<file path="config.mk">
export PLATFORM = sky130hd
export DESIGN_NAME = ddr_cmd_sequencer_flat
export DESIGN_NICKNAME = d
export VERILOG_FILES = /design/src/rtl/ddr_cmd_sequencer_if.sv /design/src/rtl/ddr_cmd_sequencer.sv /design/src/flat_wrapper.sv
export SDC_FILE = /design/constraint.sdc
export NUM_CORES = 1
export LEC_CHECK = 0
export ABC_AREA = 1
export BUFFER_PORTS_ARGS = -buffer_cell sky130_fd_sc_hd__buf_2
export CORE_MARGIN = 2
export CORE_UTILIZATION = 30
export CTS_BUF_LIST = sky130_fd_sc_hd__clkbuf_4 sky130_fd_sc_hd__clkbuf_8 sky130_fd_sc_hd__clkbuf_16
export CTS_CLUSTER_DIAMETER = 200
export DETAILED_ROUTE_END_ITERATION = 6
export GPL_ROUTABILITY_DRIVEN = 0
export PLACE_DENSITY_LB_ADDON = 0.1
export REMOVE_ABC_BUFFERS = 1
export SYNTH_ARGS = -nofsm -noshare
export SYNTH_HDL_FRONTEND = slang
export SYNTH_SLANG_ARGS = --single-unit
</file>
<file path="constraint.sdc">
create_clock -name clock -period 2 [get_ports clock]
set_clock_uncertainty 0.2 [all_clocks]
set_input_delay 0.2 -clock clock [delete_from_list [all_inputs] [get_ports clock]]
set_output_delay 0.2 -clock clock [all_outputs]
set_load 0.05 [all_outputs]
</file>
<file path="src/rtl/ddr_cmd_sequencer_if.sv">
// Request/command bundle between the transaction generator, the sequencer and the DIMM side.
// master = requester/observer side, slave = sequencer side.
interface ddr_cmd_sequencer_if #(
  parameter int unsigned ROW_W  = 16,
  parameter int unsigned COL_W  = 10,
  parameter int unsigned BANK_W = 4
) ();
  logic              req_valid;
  logic              req_ready;
  logic              req_rw;
  logic [BANK_W-1:0] req_bank;
  logic [ROW_W-1:0]  req_row;
  logic [COL_W-1:0]  req_col;
  logic              mrs_update;
  logic [1:0]        bl_update;
  logic              cmd_valid;
  logic [2:0]        cmd_code;
  logic [BANK_W-1:0] cmd_bank;
  logic [ROW_W-1:0]  cmd_addr;
  logic              act_cmd;
  logic              dev_busy;
  logic              rw_proc;
  logic [1:0]        dev_rw;
  logic              next_cmd;
  logic [1:0]        cur_bl;

  modport master (
    output req_valid, req_rw, req_bank, req_row, req_col, mrs_update, bl_update,
    input  req_ready, cmd_valid, cmd_code, cmd_bank, cmd_addr, act_cmd, dev_busy, rw_proc,
           dev_rw, next_cmd, cur_bl
  );

  modport slave (
    input  req_valid, req_rw, req_bank, req_row, req_col, mrs_update, bl_update,
    output req_ready, cmd_valid, cmd_code, cmd_bank, cmd_addr, act_cmd, dev_busy, rw_proc,
           dev_rw, next_cmd, cur_bl
  );
endinterface

</file>
<file path="src/rtl/ddr_cmd_sequencer.sv">
// Closed-page DDR4 command sequencer: ACT -> RD/WR -> PRE per request, MRS for MR0 BL updates.
// All outputs registered except req_ready; one shared 8-bit down-counter times every wait.
module ddr_cmd_sequencer #(
  parameter int unsigned ROW_W  = 16,
  parameter int unsigned COL_W  = 10,
  parameter int unsigned BANK_W = 4,
  parameter int unsigned T_RCD  = 4,
  parameter int unsigned T_CL   = 5,
  parameter int unsigned T_CWL  = 4,
  parameter int unsigned T_RP   = 4,
  parameter int unsigned T_MOD  = 6
) (
  input logic                clock,
  input logic                reset,
  ddr_cmd_sequencer_if.slave bus
);

  typedef enum logic [3:0] {
    StIdle, StAct, StRcdWait, StRw, StDataWait, StPre, StRpWait, StMrs, StModWait
  } state_e;

  typedef enum logic [2:0] {
    CmdNop = 3'd0, CmdAct = 3'd1, CmdRd = 3'd2, CmdWr = 3'd3, CmdPre = 3'd4, CmdMrs = 3'd5
  } cmd_e;

  // Loads are gap-1 because the command cycle itself counts as the first cycle of the gap.
  localparam logic [7:0] RcdLoad = 8'(T_RCD - 1);
  localparam logic [7:0] RdLoad  = 8'(T_CL - 1);
  localparam logic [7:0] WrLoad  = 8'(T_CWL - 1);
  localparam logic [7:0] RpLoad  = 8'(T_RP - 1);
  localparam logic [7:0] ModLoad = 8'(T_MOD - 1);

  state_e            state_q;
  logic [7:0]        cnt_q;
  logic              burst_q;
  logic              bc4_q;
  logic              mrs_pend_q;
  logic [1:0]        mrs_bl_q;
  logic [1:0]        cur_bl_q;
  logic              rw_q;
  logic [BANK_W-1:0] bank_q;
  logic [COL_W-1:0]  col_q;

  logic              cmd_valid_q;
  cmd_e              cmd_code_q;
  logic [BANK_W-1:0] cmd_bank_q;
  logic [ROW_W-1:0]  cmd_addr_q;
  logic              act_cmd_q;
  logic              dev_busy_q;
  logic              rw_proc_q;
  logic [1:0]        dev_rw_q;
  logic              next_cmd_q;

  logic [1:0]        mrs_code;

  // A pulse arriving in the same cycle overrides the captured code (last wins).
  assign mrs_code      = bus.mrs_update ? bus.bl_update : mrs_bl_q;
  assign bus.req_ready = (state_q == StIdle) && !mrs_pend_q && !bus.mrs_update && !reset;

  assign bus.cmd_valid = cmd_valid_q;
  assign bus.cmd_code  = cmd_code_q;
  assign bus.cmd_bank  = cmd_bank_q;
  assign bus.cmd_addr  = cmd_addr_q;
  assign bus.act_cmd   = act_cmd_q;
  assign bus.dev_busy  = dev_busy_q;
  assign bus.rw_proc   = rw_proc_q;
  assign bus.dev_rw    = dev_rw_q;
  assign bus.next_cmd  = next_cmd_q;
  assign bus.cur_bl    = cur_bl_q;

  always_ff @(posedge clock) begin
    if (reset) begin
      state_q     <= StIdle;
      cnt_q       <= '0;
      burst_q     <= 1'b0;
      bc4_q       <= 1'b0;
      mrs_pend_q  <= 1'b0;
      mrs_bl_q    <= '0;
      cur_bl_q    <= '0;
      rw_q        <= 1'b0;
      bank_q      <= '0;
      col_q       <= '0;
      cmd_valid_q <= 1'b0;
      cmd_code_q  <= CmdNop;
      cmd_bank_q  <= '0;
      cmd_addr_q  <= '0;
      act_cmd_q   <= 1'b0;
      dev_busy_q  <= 1'b0;
      rw_proc_q   <= 1'b0;
      dev_rw_q    <= '0;
      next_cmd_q  <= 1'b0;
    end else begin
      cmd_valid_q <= 1'b0;
      cmd_code_q  <= CmdNop;
      cmd_bank_q  <= '0;
      cmd_addr_q  <= '0;
      act_cmd_q   <= 1'b0;
      next_cmd_q  <= 1'b0;

      if (bus.mrs_update && (state_q != StIdle)) begin
        mrs_pend_q <= 1'b1;
        mrs_bl_q   <= bus.bl_update;
      end

      case (state_q)
        StIdle: begin
          if (bus.mrs_update || mrs_pend_q) begin
            mrs_pend_q <= 1'b0;
            if (mrs_code != 2'b11) begin
              state_q     <= StMrs;
              cnt_q       <= ModLoad;
              cmd_valid_q <= 1'b1;
              cmd_code_q  <= CmdMrs;
              cmd_addr_q  <= ROW_W'(mrs_code);
              cur_bl_q    <= mrs_code;
              dev_busy_q  <= 1'b1;
            end
          end else if (bus.req_valid) begin
            rw_q        <= bus.req_rw;
            bank_q      <= bus.req_bank;
            col_q       <= bus.req_col;
            state_q     <= StAct;
            cnt_q       <= RcdLoad;
            cmd_valid_q <= 1'b1;
            cmd_code_q  <= CmdAct;
            cmd_bank_q  <= bus.req_bank;
            cmd_addr_q  <= bus.req_row;
            act_cmd_q   <= 1'b1;
            dev_busy_q  <= 1'b1;
            rw_proc_q   <= 1'b1;
          end
        end

        StAct, StRcdWait: begin
          if (cnt_q != 8'd0) begin
            state_q <= StRcdWait;
            cnt_q   <= cnt_q - 8'd1;
          end else begin
            state_q     <= StRw;
            cnt_q       <= rw_q ? RdLoad : WrLoad;
            burst_q     <= 1'b0;
            bc4_q       <= (cur_bl_q == 2'b10);
            cmd_valid_q <= 1'b1;
            cmd_code_q  <= rw_q ? CmdRd : CmdWr;
            cmd_bank_q  <= bank_q;
            cmd_addr_q  <= ROW_W'(col_q);
            dev_rw_q    <= rw_q ? 2'b10 : 2'b01;
          end
        end

        // Latency phase first, then a burst phase whose length was fixed at the RD/WR cycle.
        StRw, StDataWait: begin
          state_q <= StDataWait;
          if (cnt_q != 8'd0) begin
            cnt_q <= cnt_q - 8'd1;
          end else if (!burst_q) begin
            burst_q <= 1'b1;
            cnt_q   <= bc4_q ? 8'd1 : 8'd3;
          end else begin
            state_q     <= StPre;
            cnt_q       <= RpLoad;
            cmd_valid_q <= 1'b1;
            cmd_code_q  <= CmdPre;
            cmd_bank_q  <= bank_q;
            dev_rw_q    <= 2'b00;
          end
        end

        StPre, StRpWait: begin
          rw_proc_q <= 1'b0;
          if (cnt_q != 8'd0) begin
            state_q <= StRpWait;
            cnt_q   <= cnt_q - 8'd1;
          end else begin
            state_q    <= StIdle;
            dev_busy_q <= 1'b0;
            next_cmd_q <= 1'b1;
          end
        end

        StMrs, StModWait: begin
          if (cnt_q != 8'd0) begin
            state_q <= StModWait;
            cnt_q   <= cnt_q - 8'd1;
          end else begin
            state_q    <= StIdle;
            dev_busy_q <= 1'b0;
            next_cmd_q <= 1'b1;
          end
        end

        default: state_q <= StIdle;
      endcase
    end
  end

endmodule

</file>
<file path="src/flat_wrapper.sv">
// flat-port wrapper written by rule: the top's interface ports become plain ports
module ddr_cmd_sequencer_flat 
#(
  parameter int unsigned ROW_W  = 16,
  parameter int unsigned COL_W  = 10,
  parameter int unsigned BANK_W = 4,
  parameter int unsigned T_RCD  = 4,
  parameter int unsigned T_CL   = 5,
  parameter int unsigned T_CWL  = 4,
  parameter int unsigned T_RP   = 4,
  parameter int unsigned T_MOD  = 6
)
  (clock, reset, bus_req_valid, bus_req_rw, bus_req_bank, bus_req_row, bus_req_col, bus_mrs_update, bus_bl_update, bus_req_ready, bus_cmd_valid, bus_cmd_code, bus_cmd_bank, bus_cmd_addr, bus_act_cmd, bus_dev_busy, bus_rw_proc, bus_dev_rw, bus_next_cmd, bus_cur_bl);
  ddr_cmd_sequencer_if #(.ROW_W(ROW_W), .COL_W(COL_W), .BANK_W(BANK_W)) bus_i ();
  input logic clock;
  input logic reset;
  input wire logic [$bits(bus_i.req_valid)-1:0] bus_req_valid;
  input wire logic [$bits(bus_i.req_rw)-1:0] bus_req_rw;
  input wire logic [$bits(bus_i.req_bank)-1:0] bus_req_bank;
  input wire logic [$bits(bus_i.req_row)-1:0] bus_req_row;
  input wire logic [$bits(bus_i.req_col)-1:0] bus_req_col;
  input wire logic [$bits(bus_i.mrs_update)-1:0] bus_mrs_update;
  input wire logic [$bits(bus_i.bl_update)-1:0] bus_bl_update;
  output wire logic [$bits(bus_i.req_ready)-1:0] bus_req_ready;
  output wire logic [$bits(bus_i.cmd_valid)-1:0] bus_cmd_valid;
  output wire logic [$bits(bus_i.cmd_code)-1:0] bus_cmd_code;
  output wire logic [$bits(bus_i.cmd_bank)-1:0] bus_cmd_bank;
  output wire logic [$bits(bus_i.cmd_addr)-1:0] bus_cmd_addr;
  output wire logic [$bits(bus_i.act_cmd)-1:0] bus_act_cmd;
  output wire logic [$bits(bus_i.dev_busy)-1:0] bus_dev_busy;
  output wire logic [$bits(bus_i.rw_proc)-1:0] bus_rw_proc;
  output wire logic [$bits(bus_i.dev_rw)-1:0] bus_dev_rw;
  output wire logic [$bits(bus_i.next_cmd)-1:0] bus_next_cmd;
  output wire logic [$bits(bus_i.cur_bl)-1:0] bus_cur_bl;
  assign bus_i.req_valid = bus_req_valid;
  assign bus_i.req_rw = bus_req_rw;
  assign bus_i.req_bank = bus_req_bank;
  assign bus_i.req_row = bus_req_row;
  assign bus_i.req_col = bus_req_col;
  assign bus_i.mrs_update = bus_mrs_update;
  assign bus_i.bl_update = bus_bl_update;
  assign bus_req_ready = bus_i.req_ready;
  assign bus_cmd_valid = bus_i.cmd_valid;
  assign bus_cmd_code = bus_i.cmd_code;
  assign bus_cmd_bank = bus_i.cmd_bank;
  assign bus_cmd_addr = bus_i.cmd_addr;
  assign bus_act_cmd = bus_i.act_cmd;
  assign bus_dev_busy = bus_i.dev_busy;
  assign bus_rw_proc = bus_i.rw_proc;
  assign bus_dev_rw = bus_i.dev_rw;
  assign bus_next_cmd = bus_i.next_cmd;
  assign bus_cur_bl = bus_i.cur_bl;
  ddr_cmd_sequencer #(.ROW_W(ROW_W), .COL_W(COL_W), .BANK_W(BANK_W), .T_RCD(T_RCD), .T_CL(T_CL), .T_CWL(T_CWL), .T_RP(T_RP), .T_MOD(T_MOD)) u_core (.clock(clock), .reset(reset), .bus(bus_i));
endmodule
</file>
## Word level (Yosys, flattened, before mapping)

Cells that the tools add are included.

| cells by class | value |
|---|---|
| add/sub/neg operators | 1 |
| multipliers | 0 |
| divide/modulo/power cells | 0 |
| $lt $le $gt $ge | 0 |
| equal/unequal tests | 19 |
| shifts and indexed selects | 0 |
| mux-type cells | 63 |
| bitwise operators | 4 |
| reductions and logical operators | 31 |

Operators with widths:

| operator | number |
|---|---|
| 8-bit 2-to-1 mux | 7 |
| 4-bit 2-to-1 mux | 10 |
| 16-bit 2-to-1 mux | 2 |
| 16-bit one-hot mux with 2 select lines | 1 |
| 8-bit one-hot mux with 4 select lines | 1 |
| 3-bit 2-to-1 mux | 7 |
| 4-bit one-hot mux with 5 select lines | 1 |
| 1-bit 2-to-1 mux | 19 |
| 4-bit by 3-bit equality test with 1-bit output, second input constant | 4 |
| 2-bit 2-to-1 mux | 7 |
| 2-bit inequality test, second input constant | 6 |
| 4-bit one-hot mux with 3 select lines | 1 |
| 3-bit AND reduction | 4 |
| 4-bit AND reduction | 3 |
| 10-bit 2-to-1 mux | 1 |
| 2-bit OR reduction | 5 |
| 3-bit one-hot mux with 3 select lines | 1 |
| 4-bit by 2-bit equality test with 1-bit output, second input constant | 2 |
| 4-bit nonzero test | 2 |
| 8-bit nonzero test | 1 |
| 8-bit by 1-bit subtractor with 8-bit output, second input constant | 1 |
| 3-bit inequality test, second input constant | 2 |
| 1-bit one-hot mux with 2 select lines | 3 |
| 2-bit nonzero test | 3 |
| other kinds (14) | 24 |

| storage, ports and cells | value |
|---|---|
| register bits after elaboration | 64 |
| bits in latches | 0 |
| RAM bits | 0 |
| memory bits (read-only) | 0 |
| input bits | 37 |
| output and inout bits | 33 |
| word-level logic and storage cells | 137 |
| memories | 0 |

## Depth between registers and ports, before layout

| logic depth | value |
|---|---|
| depth in word-level cells | 5 |
| gate-level depth with buffers | 12 |
| mapped depth without buffers | 12 |

## Worst setup path after synthesis

No wires, ideal clock.

| path | value |
|---|---|
| kind | register -> output |
| start point | register u_core.state_q[0] |
| end point | output bus_req_ready |
| arrival | 1.738 ns |
| required time | 1.600 ns |
| setup slack | -0.138 ns |
| stages on the path, launching flop included | 4 |
| path buffers | 0 |
| path through | dfxtp_1 -> nor2_2 -> nand2_2 -> nor3_1 |

| between the ends | value |
|---|---|
| cells in the longest elaborated chain, start to end | 4 |

Ends and longest elaborated chain:

| item | line | text |
|---|---|---|
| from (decl) | ddr_cmd_sequencer.sv:33 | `state_e state_q;` |
| from (signal assigned) | ddr_cmd_sequencer.sv:73 | `state_q <= StIdle;` |
| from (signal assigned) | ddr_cmd_sequencer.sv:110 | `state_q <= StMrs;` |
| from (signal assigned) | ddr_cmd_sequencer.sv:122 | `state_q <= StAct;` |
| 4-bit logical NOT | ddr_cmd_sequencer.sv:58 | `assign bus.req_ready = (state_q == StIdle) && !mrs_pend_q && !bus.mrs_update && !reset;` |
| 1-bit logical AND (3 in a row) | ddr_cmd_sequencer.sv:58 |  |
| to (decl) | flat_wrapper.sv:24 | `output wire logic [$bits(bus_i.req_ready)-1:0] bus_req_ready;` |

No other way between the ends.

## Final worst setup path

| path | value |
|---|---|
| start point | register u_core.state_q[3] |
| end point | output bus_req_ready |

Same word-level chain as after synthesis.

==> flow_summary.toml <==
[status]
outcome = "complete, no violations"

[cts]
cts_sinks = 64
clock_tree.root_cell = "clkbuf_8"
skew_pair_late_insertion_delay_ns = 0.34
cts.clk_slew.worst_paths_ns = 0.07
cts_htree_levels = 3
post-cts-setup-buffer-count = 0
clock_tree_from_tritoncts = "built"
cts_buffers = 9
ctsLongestPathBuffers = 2

[detailed_routing]
dr_total_vias = 2796
drt-wirelength-per-cell_um = 12.2
number_of_nets_with_antenna_violations_after_routing = 0
drt-pass1-iter-count = 4
drt-initial-drc-count = 128
detail_route.vias_per_cell = 4.49
postRouteWirelength_um = 7610
drc_errors = 0

[final_layout]
layout.cell_area.non_filler_um2 = 3890
antennaDiodeCount = 0
register_area_um2 = 1280
fillCellCount = 986
finish.utilization_pct = 42.3
multi_input_comb_area_um2 = 1320
layout-drive-gt1-share_pct = 24.2
area_growth_syn_to_layout_pct = 37.3
finalNetCount = 548

[floorplanning]
die_width_um = 101
floorplan_row_count = 35
fp.dieH_um = 101
number_of_ports_placed_on_the_die_boundary = 70
floorplan.die_area_um2 = 10200
start_util_pct = 30.8
core_um2 = 9200

[setup_path]
regToRegSetupSlack_ns = 0.18
crit_fanout = 8
r2r_end = "u_core.cnt_q[1]"
critical_path_class = "reg2out"
rr_startpoint = "u_core.cnt_q[0]"
end_kind = "output pin"
cp_data_required_time_ns = 1.60
reg2regPathDepth = 11
critical_path_arrival_ns = 1.46
worstSetupStartpointType = "register"

[timing]
rsz0062_at_grt = "false"
setup_viol = 0
max_slew.worst_pin.slew_ns = 0.397
layout_min_cycle_time_ns = 1.86
max_freq_mhz = 538
totalNegativeSetupSlack_ns = 0
worst_slack_ns = 0.140
min_period_over_period_pct = 93.0
report.final.slew_viol_count = 0
tightest_slew_margin_relative_to_the_limit_pct = 73.5
final_hold_viol_count = 0

[placed_design]
io_buffer_count = 69
post-dp-hpwl_um = 5410
post-place-ws_ns = 0.160
placement_stage_cell_area_um2 = 3350

[hold_path]
hp-class = "in2reg"
holdPathStages = 5
hold_path_end = "u_core.mrs_bl_q[1]"
holdCritStartpoint = "bus_mrs_update"

[power]
seq_power_share_pct = 29.8
internal_power_mw = 3.14
combinationalPowerShare_pct = 50.6
total_leakage_power_nw = 1.85
sw_frac_of_total_pct = 45.5
power.clock.fraction_pct = 19.6
power_density_nw_per_um2 = 1480
peakVddDrop_v = 0.000536
p_sw_mw = 2.62

[global_routing]
grt_max_degree = 28
gr-total-overflow = 0
antenna_found_initial = 0
vias_in_the_first_global_route = 2751
wire_length_of_the_first_global_routing_pass_um = 12800
grt_util_all_layers_pct = 16.2

[job]
cap_viol_max_count = 0

[yosys]
yosys_register_bits = 64
post_syn_instances = 393
seq_area_frac_synth_pct = 45.2
synth.yosys.warnings = 0
synth.avg_cell_area_um2 = 7.21
netlist-cell-type-count = 32
syn-cell-area_um2 = 2830
area by class of cell:
| class | instances | share of cell area, % |
|---|---|---|
| timing repair buffer | 116 | 20.2 |
| clock inverter | 3 | 1.09 |
| inverter | 46 | 4.50 |
| multi-input combinational | 272 | 33.8 |
| tap | 111 | 3.57 |
| clock buffer | 11 | 3.89 |
| sequential | 64 | 32.9 |
layer usage:
metal	track usage, %	wire length (um)
met5	0	0
met4	5.41	99
met3	5.31	321
met2	26.0	3660
met1	20.5	3530
cells in the final DEF, fill, tap and decap left out, types with 2 or more instances in the layout:
master | netlist | final
a21oi_1 | 30 | 30
a31oi_1 | 4 | 4
buf_2 | 2 | 68
buf_4 | 2 | 14
clkbuf_8 | 0 | 11
dfxtp_1 | 64 | 64
dlygate4sd3_1 | 0 | 34
ha_1 | 2 | 2
inv_1 | 39 | 39
inv_2 | 6 | 6
nand2_1 | 100 | 100
nand2_2 | 4 | 4
nand2_4 | 5 | 5
nand3_1 | 20 | 20
nand4_1 | 4 | 4
nor2_1 | 63 | 63
nor2_2 | 4 | 3
nor2_4 | 2 | 3
nor2_8 | 2 | 2
nor3_1 | 3 | 3
o21ai_0 | 19 | 18
o21ai_1 | 1 | 2
power groups by stage:
| stage | clock network [mW] | logic (mW) | registers, mW |
|---|---|---|---|
| global placement | 0 | 2.88 | 1.74 |
| floorplan | 0 | 1.69 | 2.08 |
| detailed placement | 0 | 2.88 | 1.74 |
| global route | 1.22 | 3.32 | 1.75 |
| CTS | 1.17 | 2.94 | 1.72 |
| finish | 1.13 | 2.92 | 1.72 |
cell usage after synthesis:
cell type | n | area share (%)
nand2_1 | 100 | 13
dfxtp_1 | 64 | 45
nor2_1 | 63 | 8.3
inv_1 | 39 | 5.2
a21oi_1 | 30 | 5.3
nand3_1 | 20 | 3.5
o21ai_0 | 19 | 3.4
inv_2 | 6 | 0.79
clkbuf_1 | 5 | 0.66
nand2_4 | 5 | 2.0
a31oi_1 | 4 | 0.88
nand2_2 | 4 | 0.88
nand4_1 | 4 | 0.88
nor2_2 | 4 | 0.88
nor3_1 | 3 | 0.53
buf_2 | 2 | 0.35
buf_4 | 2 | 0.53
buf_6 | 2 | 0.79
ha_1 | 2 | 0.88
nor2_4 | 2 | 0.79
nor2_8 | 2 | 1.4
a211oi_1 | 1 | 0.27
a21oi_2 | 1 | 0.31
inv_4 | 1 | 0.22
nand3_2 | 1 | 0.35
nand3_4 | 1 | 0.62
nand3b_1 | 1 | 0.27
o211ai_1 | 1 | 0.27
o21ai_1 | 1 | 0.18
o21ai_4 | 1 | 0.57
o21bai_1 | 1 | 0.27
or2_1 | 1 | 0.22
worst max-delay path, cell delays in order (launching register included):
cell     delay (ns)
dfxtp_1        0.38
nor2_2         0.20
nand2_2        0.15
nor3_1         0.16
buf_4          0.23
cell families after synthesis:
kind of cell | Yosys count | share of synthesized area (%)
AND/OR/NAND/NOR | 211 | 34.0
flip-flops | 64 | 45.2
AO/OA/AOI/OAI | 59 | 11.4
buffers and inverters | 57 | 8.52
adder cells (fa/ha/maj) | 2 | 0.883
worst max path at each step:
stage                            startpoint                endpoint  slack [ns]
after floorplan           u_core.state_q[0]           bus_req_ready       -0.14
after global placement    u_core.state_q[0]  u_core.bus.cmd_bank[0]        0.17
after detailed placement     bus_mrs_update         u_core.cnt_q[6]        0.16
after CTS                 u_core.state_q[0]           bus_req_ready        0.04
after global routing      u_core.state_q[1]         u_core.cnt_q[7]       0.007
final                     u_core.state_q[3]           bus_req_ready        0.14
state kept, by name, summed over array words and instances, names as in the netlist, 2 cells and up:
register	count
u_core.bus.cur_bl	2
u_core.bus.cmd_addr	16
u_core.bus.cmd_code	3
u_core.bus.dev_rw	2
u_core.bus.cmd_bank	4
u_core.state_q	4
u_core.col_q	10
u_core.bank_q	4
u_core.mrs_bl_q	2
u_core.cnt_q	8
per-stage QoR:
step,power [mW],hold slack [ns],std cells
after floorplan,3.77,0.0624,382
after global placement,4.62,0.215,575
after detailed placement,4.62,0.219,575
after CTS,5.83,0.0228,623
after global routing,6.29,0.0602,623
final,5.77,0.0388,623
timing repair:
| item | in CTS | in global routing |
|---|---|---|
| hold buffers | 34 | 0 |
| endpoints found under the hold margin | 38 | 0 |
| gates cloned | 0 | 0 |
| gates resized for setup | 1 | 2 |
| endpoints found under the setup margin | 1 | 3 |
Note: power is estimated with default switching activity, not from simulation.
